## src/rtl/game_flow_ctrl_pkg.sv

```systemverilog
// Shared types and constants for the pong match sequencer.
package game_pkg;
   typedef enum logic [2:0] {MENU, COUNTDOWN, WAIT_SERVE, PLAY, GAME_OVER} game_state_t;
   localparam int SCORE_W = 4;
   localparam logic [1:0] WINNER_NONE = 2'd0;
   localparam logic [1:0] WINNER_P1   = 2'd1;
   localparam logic [1:0] WINNER_P2   = 2'd2;
endpackage

```

## src/rtl/game_flow_ctrl_if.sv

```systemverilog
// Match-control bundle: button/point/frame inputs and the sequencer's outputs.
interface game_flow_ctrl_if;
   import game_pkg::*;
   logic               end_of_frame;
   logic               btn_start;
   logic               btn_mode;
   logic               point_p1;
   logic               point_p2;
   logic               screen_idle;
   logic               screen_multi;
   logic               serve;
   logic [1:0]         countdown;
   logic               server;
   logic [1:0]         winner;
   logic [SCORE_W-1:0] score_p1;
   logic [SCORE_W-1:0] score_p2;

   modport master (output end_of_frame, btn_start, btn_mode, point_p1, point_p2,
                   input  screen_idle, screen_multi, serve, countdown, server, winner,
                          score_p1, score_p2);
   modport slave  (input  end_of_frame, btn_start, btn_mode, point_p1, point_p2,
                   output screen_idle, screen_multi, serve, countdown, server, winner,
                          score_p1, score_p2);
endinterface

```

## src/rtl/game_flow_ctrl_rise_edge_det.sv

```systemverilog
// Rising-edge detector; history resets high so a level held through reset yields no edge.
module rise_edge_det (
   input  logic clk65MHz,
   input  logic rst,
   input  logic din,
   output logic pulse
);
   logic din_q;

   always_ff @(posedge clk65MHz) begin
      if (rst) din_q <= 1'b1;
      else     din_q <= din;
   end

   assign pulse = din & ~din_q;
endmodule

```

## src/rtl/game_flow_ctrl.sv

```systemverilog
// Pong match sequencer: menu, pre-serve countdown, scoring and game-over hold.
// Define AUTO_SERVE_EN to launch the serve automatically when the countdown expires.
module game_flow_ctrl
   import game_pkg::*;
#(
   parameter int WIN_SCORE    = 10,
   parameter int COUNT_STEPS  = 3,
   parameter int COUNT_FRAMES = 60,
   parameter int OVER_FRAMES  = 90
) (
   input  logic       clk65MHz,
   input  logic       rst,
   game_flow_ctrl_if.slave gif
);
   localparam int FMAX   = (COUNT_FRAMES > OVER_FRAMES) ? COUNT_FRAMES : OVER_FRAMES;
   localparam int FCNT_W = $clog2(FMAX + 1);
   localparam logic [FCNT_W-1:0]  CF_LAST  = FCNT_W'(COUNT_FRAMES - 1);
   localparam logic [FCNT_W-1:0]  OF_LIM   = FCNT_W'(OVER_FRAMES);
   localparam logic [1:0]         CD_INIT  = 2'(COUNT_STEPS);
   localparam logic [SCORE_W-1:0] WIN      = SCORE_W'(WIN_SCORE);

   game_state_t        state_q, state_d;
   logic [FCNT_W-1:0]  fcnt_q, fcnt_d;
   logic [1:0]         cd_q, cd_d, winner_q, winner_d;
   logic [SCORE_W-1:0] s1_q, s1_d, s2_q, s2_d;
   logic               idle_q, multi_q, multi_d, serve_q, serve_d, server_q, server_d;
   logic               start_pe;

   rise_edge_det u_start_edge (
      .clk65MHz (clk65MHz),
      .rst      (rst),
      .din      (gif.btn_start),
      .pulse    (start_pe)
   );

   always_ff @(posedge clk65MHz) begin
      if (rst) begin
         state_q  <= MENU;
         fcnt_q   <= '0;
         cd_q     <= '0;
         winner_q <= WINNER_NONE;
         s1_q     <= '0;
         s2_q     <= '0;
         idle_q   <= 1'b1;
         multi_q  <= 1'b0;
         serve_q  <= 1'b0;
         server_q <= 1'b0;
      end else begin
         state_q  <= state_d;
         fcnt_q   <= fcnt_d;
         cd_q     <= cd_d;
         winner_q <= winner_d;
         s1_q     <= s1_d;
         s2_q     <= s2_d;
         idle_q   <= (state_d == MENU);
         multi_q  <= multi_d;
         serve_q  <= serve_d;
         server_q <= server_d;
      end
   end

   always_comb begin
      state_d  = state_q;
      fcnt_d   = fcnt_q;
      cd_d     = cd_q;
      winner_d = winner_q;
      s1_d     = s1_q;
      s2_d     = s2_q;
      multi_d  = multi_q;
      serve_d  = 1'b0;
      server_d = server_q;
      case (state_q)
         MENU: if (start_pe) begin
            multi_d  = gif.btn_mode;
            s1_d     = '0;
            s2_d     = '0;
            winner_d = WINNER_NONE;
            server_d = 1'b0;
            cd_d     = CD_INIT;
            fcnt_d   = '0;
            state_d  = COUNTDOWN;
         end
         COUNTDOWN: if (gif.end_of_frame) begin
            if (fcnt_q == CF_LAST) begin
               fcnt_d = '0;
               cd_d   = cd_q - 2'd1;
               if (cd_q == 2'd1) begin
`ifdef AUTO_SERVE_EN
                  serve_d = 1'b1;
                  state_d = PLAY;
`else
                  state_d = WAIT_SERVE;
`endif
               end
            end else begin
               fcnt_d = fcnt_q + FCNT_W'(1);
            end
         end
         WAIT_SERVE: if (start_pe) begin
            serve_d = 1'b1;
            state_d = PLAY;
         end
         PLAY: if (gif.point_p1 ^ gif.point_p2) begin
            // Rally loser serves next; simultaneous points are treated as noise.
            if (gif.point_p1) begin
               s1_d     = s1_q + SCORE_W'(1);
               server_d = 1'b1;
            end else begin
               s2_d     = s2_q + SCORE_W'(1);
               server_d = 1'b0;
            end
            fcnt_d = '0;
            if (s1_d == WIN || s2_d == WIN) begin
               winner_d = gif.point_p1 ? WINNER_P1 : WINNER_P2;
               state_d  = GAME_OVER;
            end else begin
               cd_d    = CD_INIT;
               state_d = COUNTDOWN;
            end
         end
         GAME_OVER: begin
            if (gif.end_of_frame && fcnt_q != OF_LIM) fcnt_d = fcnt_q + FCNT_W'(1);
            if (start_pe && fcnt_q == OF_LIM) begin
               winner_d = WINNER_NONE;
               state_d  = MENU;
            end
         end
         default: state_d = MENU;
      endcase
   end

   assign gif.screen_idle  = idle_q;
   assign gif.screen_multi = multi_q;
   assign gif.serve        = serve_q;
   assign gif.countdown    = cd_q;
   assign gif.server       = server_q;
   assign gif.winner       = winner_q;
   assign gif.score_p1     = s1_q;
   assign gif.score_p2     = s2_q;
endmodule

```

## src/flat_wrapper.sv

```systemverilog
// flat-port wrapper written by rule: the top's interface ports become plain ports
module game_flow_ctrl_flat import game_pkg::*;
#(
   parameter int WIN_SCORE    = 10,
   parameter int COUNT_STEPS  = 3,
   parameter int COUNT_FRAMES = 60,
   parameter int OVER_FRAMES  = 90
)
  (clk65MHz, rst, gif_end_of_frame, gif_btn_start, gif_btn_mode, gif_point_p1, gif_point_p2, gif_screen_idle, gif_screen_multi, gif_serve, gif_countdown, gif_server, gif_winner, gif_score_p1, gif_score_p2);
  game_flow_ctrl_if gif_i ();
  input  logic clk65MHz;
  input  logic rst;
  input wire logic [$bits(gif_i.end_of_frame)-1:0] gif_end_of_frame;
  input wire logic [$bits(gif_i.btn_start)-1:0] gif_btn_start;
  input wire logic [$bits(gif_i.btn_mode)-1:0] gif_btn_mode;
  input wire logic [$bits(gif_i.point_p1)-1:0] gif_point_p1;
  input wire logic [$bits(gif_i.point_p2)-1:0] gif_point_p2;
  output wire logic [$bits(gif_i.screen_idle)-1:0] gif_screen_idle;
  output wire logic [$bits(gif_i.screen_multi)-1:0] gif_screen_multi;
  output wire logic [$bits(gif_i.serve)-1:0] gif_serve;
  output wire logic [$bits(gif_i.countdown)-1:0] gif_countdown;
  output wire logic [$bits(gif_i.server)-1:0] gif_server;
  output wire logic [$bits(gif_i.winner)-1:0] gif_winner;
  output wire logic [$bits(gif_i.score_p1)-1:0] gif_score_p1;
  output wire logic [$bits(gif_i.score_p2)-1:0] gif_score_p2;
  assign gif_i.end_of_frame = gif_end_of_frame;
  assign gif_i.btn_start = gif_btn_start;
  assign gif_i.btn_mode = gif_btn_mode;
  assign gif_i.point_p1 = gif_point_p1;
  assign gif_i.point_p2 = gif_point_p2;
  assign gif_screen_idle = gif_i.screen_idle;
  assign gif_screen_multi = gif_i.screen_multi;
  assign gif_serve = gif_i.serve;
  assign gif_countdown = gif_i.countdown;
  assign gif_server = gif_i.server;
  assign gif_winner = gif_i.winner;
  assign gif_score_p1 = gif_i.score_p1;
  assign gif_score_p2 = gif_i.score_p2;
  game_flow_ctrl #(.WIN_SCORE(WIN_SCORE), .COUNT_STEPS(COUNT_STEPS), .COUNT_FRAMES(COUNT_FRAMES), .OVER_FRAMES(OVER_FRAMES)) u_core (.clk65MHz(clk65MHz), .rst(rst), .gif(gif_i));
endmodule
```

## config.mk

```make
export PLATFORM = sky130hd
export DESIGN_NAME = game_flow_ctrl_flat
export DESIGN_NICKNAME = d
export VERILOG_FILES = /design/src/rtl/game_flow_ctrl_pkg.sv /design/src/rtl/game_flow_ctrl_if.sv /design/src/rtl/game_flow_ctrl_rise_edge_det.sv /design/src/rtl/game_flow_ctrl.sv /design/src/flat_wrapper.sv
export SDC_FILE = /design/constraint.sdc
export NUM_CORES = 1
export LEC_CHECK = 0
export CORE_MARGIN = 2
export CORE_UTILIZATION = 50
export CTS_CLUSTER_SIZE = 24
export DETAILED_ROUTE_END_ITERATION = 7
export GPL_TIMING_DRIVEN = 0
export MAX_ROUTING_LAYER = met4
export PLACE_DENSITY_LB_ADDON = 0.3
export SLEW_MARGIN = 20
export SYNTH_ARGS = -nofsm -noshare
export SYNTH_HDL_FRONTEND = slang
export SYNTH_SLANG_ARGS = --single-unit
```

## constraint.sdc

```tcl
create_clock -name clk65MHz -period 4.8 [get_ports clk65MHz]
set_clock_uncertainty 0.1 [all_clocks]
set_input_delay 0.72 -clock clk65MHz [delete_from_list [all_inputs] [get_ports clk65MHz]]
set_output_delay 0.72 -clock clk65MHz [all_outputs]
set_load 0.005 [all_outputs]
```

---- Word-level counts from Yosys, hierarchy flattened ----
Cells that the tools add are included.
storage, ports and cells
  register bits after elaboration ......... 27
  input bits .............................. 7
cells by class
  add/subtract/negate cells ............... 4
  equal/unequal tests ..................... 18
  multiplexer cells ....................... 43
  bitwise gates (word level) .............. 4
  reductions and logical operators ........ 15
operators by type and width
  cell                 number
  $mux 4               9
  $mux 7               5
  $pmux 7 s4           1
  $mux 3               8
  $mux 2               10
  $pmux 4 s2           2
  $pmux 3 s5           1
  $ne 2x1->1 const B   6
  $pmux 2 s3           2
  $reduce_and 5->1     2
  $add 4x1->4 const B  2
  $eq 4x4->1 const B   2
  $add 7x1->7 const B  1
  $eq 7x6->1 const B   1
  $eq 7x7->1 const B   1
  $ne 7x7->1 const B   1
  $eq 3x2->1 const B   2
  $logic_not 3->1      2
  $reduce_and 6->1     1
  $reduce_bool 3->1    2
  $mux 1               4
  $ne 2x2->1 const B   2
  $reduce_bool 4->1    1
  $eq 3x1->1 const B   1
  other kinds (13)     15

---- Logic depth before layout (Yosys ltp) ----
  depth after elaboration ................. 10
  mapped depth ............................ 7
  mapped depth without buffers ............ 7

---- Modules after synthesis ----
From an unflattened synthesis, not the netlist that was laid out.
unflattened totals
  cells, all modules ...................... 162
  area total of the unflattened synthesis .. 1,463.9 µm²
modules (own cells, without submodules)
  module          times used  cells an instance  area each (µm²)  sequential area each (µm²)
  game_flow_ctrl  1           159                1,431.4          520.5
  rise_edge_det   1           3                  32.5             20.0

---- Worst setup path before layout ----
Ideal clock, no wire load.
  path kind ............................... in2reg
  from .................................... input port gif_btn_start
  to ...................................... register u_core.fcnt_q[5]
  arrival time ............................ 1,998 ps
  data required time ...................... 4,630 ps
  slack ................................... 2,632 ps
  stages .................................. 5
  path buffers ............................ 0
  cells stage by stage .................... or3b_4 a22oi_4 o211ai_4 or4_1 a21oi_1
on the way
  longest elaborated chain between the ends .. 3
RTL lines
  what                        RTL line                            RTL
  start, declared             flat_wrapper.sv:14                  input wire logic [$bits(gif_i.btn_start)-1:0] gif_btn_start;
  $and 1x1->1                 game_flow_ctrl_rise_edge_det.sv:15  assign pulse = din & ~din_q;
  $ne 2x1->1 (no line)        -
  $reduce_and 5->1 (no line)  -
  end signal, assigned        game_flow_ctrl.sv:50                fcnt_q <= fcnt_d;
  end, declared               game_flow_ctrl.sv:23                logic [FCNT_W-1:0] fcnt_q, fcnt_d;
Every way passes these cells.
A chain may end at the register's enable or synchronous reset.

---- Final worst setup path ----
  from .................................... input port gif_point_p1
  to ...................................... register u_core.cd_q[0], in the netlist u_core.gif.countdown[0]
on the way
  longest elaborated chain between the ends .. 7
  elaborated cells on any way between the ends .. 13
  classes of those cells .................. eq/ne: 4; mux: 6; bitwise: 1; reduce/logical: 2
RTL lines
  what                            RTL line               RTL
  start, declared                 flat_wrapper.sv:16     input wire logic [$bits(gif_i.point_p1)-1:0] gif_point_p1;
  $mux 4                          game_flow_ctrl.sv:105  if (gif.point_p1) begin
  $mux 4                          game_flow_ctrl.sv:103  PLAY: if (gif.point_p1 ^ gif.point_p2) begin
  $mux 4                          game_flow_ctrl.sv:72   case (state_q)
  $eq 4x4->1                      game_flow_ctrl.sv:113  if (s1_d == WIN || s2_d == WIN) begin
  $logic_or 1x1->1                game_flow_ctrl.sv:113
  $ne 2x2->1 (no line)            -
  $reduce_and 6->1 (no line) (*)  -
  end signal, assigned            game_flow_ctrl.sv:40   cd_q <= '0;
  end signal, assigned            game_flow_ctrl.sv:51   cd_q <= cd_d;
  end, declared                   game_flow_ctrl.sv:24   logic [1:0] cd_q, cd_d, winner_q, winner_d;
Mark *: on every way between the ends. The rest lies on a longest branch, timed or not. The select of a mux whose other input is x is not followed.

==> results.ini <==
[cells_and_area]
layout.nets=217
drive_gt1_share_pct=8.333
area_delta_synth_final_pct=19.11
fillers=252
final_cell_mix=dfxtp_1 (27), clkdlybuf4s50_1 (22), nand2_1 (17), nor2_1 (17), a21oi_1 (12)
final_util_pct=64.23
finalInstanceArea_um2=1802
diodes=0
mostFrequentLayoutCell=dfxtp_1

[worst_setup_path]
end_kind=flip-flop
cpMaxStageDelayCell=nor4_1
startpoint_type=primary input
critical_path_class=primary input to flip-flop
crit_family=simple AND/OR/NAND/NOR gates
path_max_fanout=10
cp_num_buf_inv=2
max_stage_delay_ns=0.75
worstReg2RegStart=u_core.gif.score_p2[0]
worstPathCellList=clkdlybuf4s50_1, buf_2, nand4b_1, a21oi_1, nor4_1, o21bai_1, a211oi_1
critPathLaunch=gif_point_p1
worstPathArrival_ns=2.83
cp.required_ns=4.97

[sta]
finalSetupViolations=0
final-hold-violation-count=0
rsz0062_at_grt=false
timing.fmax_ghz=0.3747
timing_worst_slew_pin_value_ns=0.8699
whs_ns=0.4002
slew_headroom_pct=41.48
report.final.slew_viol_count=0
post-route-period-util_pct=55.61
setup_tns_ns=0
post-route-min-period_ns=2.669

[power]
power.density_nw_per_um2=213.5
total_power_uw=384.7
ir_drop_mv=0.1626
power.leakage_nw=0.5629

[clock_network]
cts.htree.levels=1
cts_sinks=27
cts_resized=0
clock_path_buffers=2
clockRootBuffer=clkbuf_4
hold_buffers=0
cts_buffers=3
cts_tree=done
post-cts-setup-buffers=0
path_clk_slew_ns=0.16
clock_latency_ns=0.34

[grt]
grt.overflow.total=0
met3_usage_pct=3.493
first_global_vias=1285
grt_max_degree=17
antenna_found_initial=0
busiest_layer=met2
grt_usage_pct=22.79
grt_pass1_wl_mm=5.920
grt.met2_usage_pct=35.71
use_met1_pct=30.46

[yosys]
synth-simple-area-share_pct=26.96
synth_xor_area_share_pct=4.053
synth_cell_types=50
synth_top_family_by_area=simple AND/OR/NAND/NOR gates
seq_area_frac_synth_pct=35.73
synthAdderAreaFrac_pct=4.136
synth_compound_area_share_pct=24.23
synth.area.mux_share_pct=1.406
synthesis.area_um2=1513
avgSynthCellArea_um2=8.498
syn_inst=178
synthArstFlopShare_pct=0
syn_nets=190
synth_edf_count=0
ys_ff_latch=27
ys.flop_type=dfxtp_1
synth_warnings=0

[routing]
postRouteAntennaNets=0
routedWlPerCell_um=14.84
num_vias=1423
drt-initial-drc-count=51
drt_first_pass_iters=4
drt-total-wl_mm=3.488
post-route-drc-count=0
drt-vias-per-instance=6.055

[floorplanning]
chipHeight_um=59.01
core-area_um2=2805
io_pins=23
rows=19
die_area_um2=3482
die_w_um=59.01
start_util_pct=53.93

[run]
max_cap_viol_count=0

[hold_path]
hold_path_class=flip-flop to flip-flop
min_from=u_core.gif.winner[0]

[placed_design]
portBuffers=22
dpl_cell_area_um2=1772
gp_congestion=0.9139
dp_hpwl_mm=2.672

[status]
status=complete, no violations

## kinds of logic after synthesis
| group | Yosys count |
|---|---|
| mux | 2 |
| flops | 27 |
| fa+ha+maj | 5 |
| compound gates | 50 |
| buf+inv | 12 |
| xor+xnor | 7 |
| simple gates | 75 |
## where the power goes
part           leakage [nW]  switching (mW)  internal (mW)
sequential            0.219         0.00335          0.229
clock                0.0139          0.0744         0.0320
combinational         0.330          0.0251         0.0211
total                 0.563           0.103          0.282
## final cells by class
class	instances	area, um2	share of cell area (%)
timing repair buffer	22	220.2	12.22
tap	31	38.79	2.153
sequential	27	540.5	30.00
clock inverter	1	7.507	0.4167
clock buffer	3	22.52	1.250
inverter	5	18.77	1.042
multi-input combinational	139	919.6	51.04
buffer	7	33.78	1.875
## sequential cells by signal (all words and copies together) (netlist names)
name / flops
u_core.gif.screen_idle: 1
u_core.gif.screen_multi: 1
u_core.gif.score_p1: 4
u_core.fcnt_q: 7
u_core.gif.server: 1
u_core.gif.winner: 2
u_core.gif.countdown: 2
u_core.state_q: 3
u_core.u_start_edge.din_q: 1
u_core.gif.score_p2: 4
u_core.gif.serve: 1
## synth_stat cells, types with 2 or more instances
cell | n | area share (%)
a21oi_1 | 12 | 4.0
xnor2_1 | 4 | 2.3
a211oi_1 | 3 | 1.5
clkbuf_1 | 3 | 0.74
or3_1 | 4 | 1.7
ha_1 | 5 | 4.1
o21a_1 | 2 | 0.99
nand2b_1 | 8 | 3.3
nand2_1 | 17 | 4.2
nor3_1 | 5 | 1.7
a311oi_1 | 6 | 3.5
inv_1 | 5 | 1.2
nor4_1 | 4 | 1.7
xor2_1 | 3 | 1.7
and3b_1 | 2 | 1.2
nand3b_1 | 3 | 1.5
nand4b_1 | 2 | 1.2
dfxtp_1 | 27 | 36
o21ai_0 | 11 | 3.6
nand3_1 | 2 | 0.66
nor2_1 | 17 | 4.2
nand4_1 | 2 | 0.83
o211ai_1 | 2 | 0.99
buf_2 | 3 | 0.99
## metrics by stage
step                      std cells  setup WS (ns)
after floorplan                 178          2.632
final                           235          2.131
after global placement          231          1.765
after global routing            235          1.979
after detailed placement        231          1.781
after CTS                       235          2.132
## tightest hold or removal path: stages, from the launching register on
cell      delay (ns)
dfxtp_1         0.34
nand2b_1        0.06
o32ai_1         0.07
## final timing paths
path              cells after the start  slack (ns)                       to
hold reg to reg                       2        0.40     u_core.gif.winner[0]
setup / recovery                      7        2.13  u_core.gif.countdown[0]
setup reg to reg                      6        2.41  u_core.gif.countdown[0]
hold / removal                        2        0.40     u_core.gif.winner[0]
## metal layers
layer	part of all wire, %	vias to the layer above
met5	0	-
met4	1.3	0
li1	-	713
met3	4.6	5
met1	45	677
met2	49	28
Power figures use the tool's default switching activity.
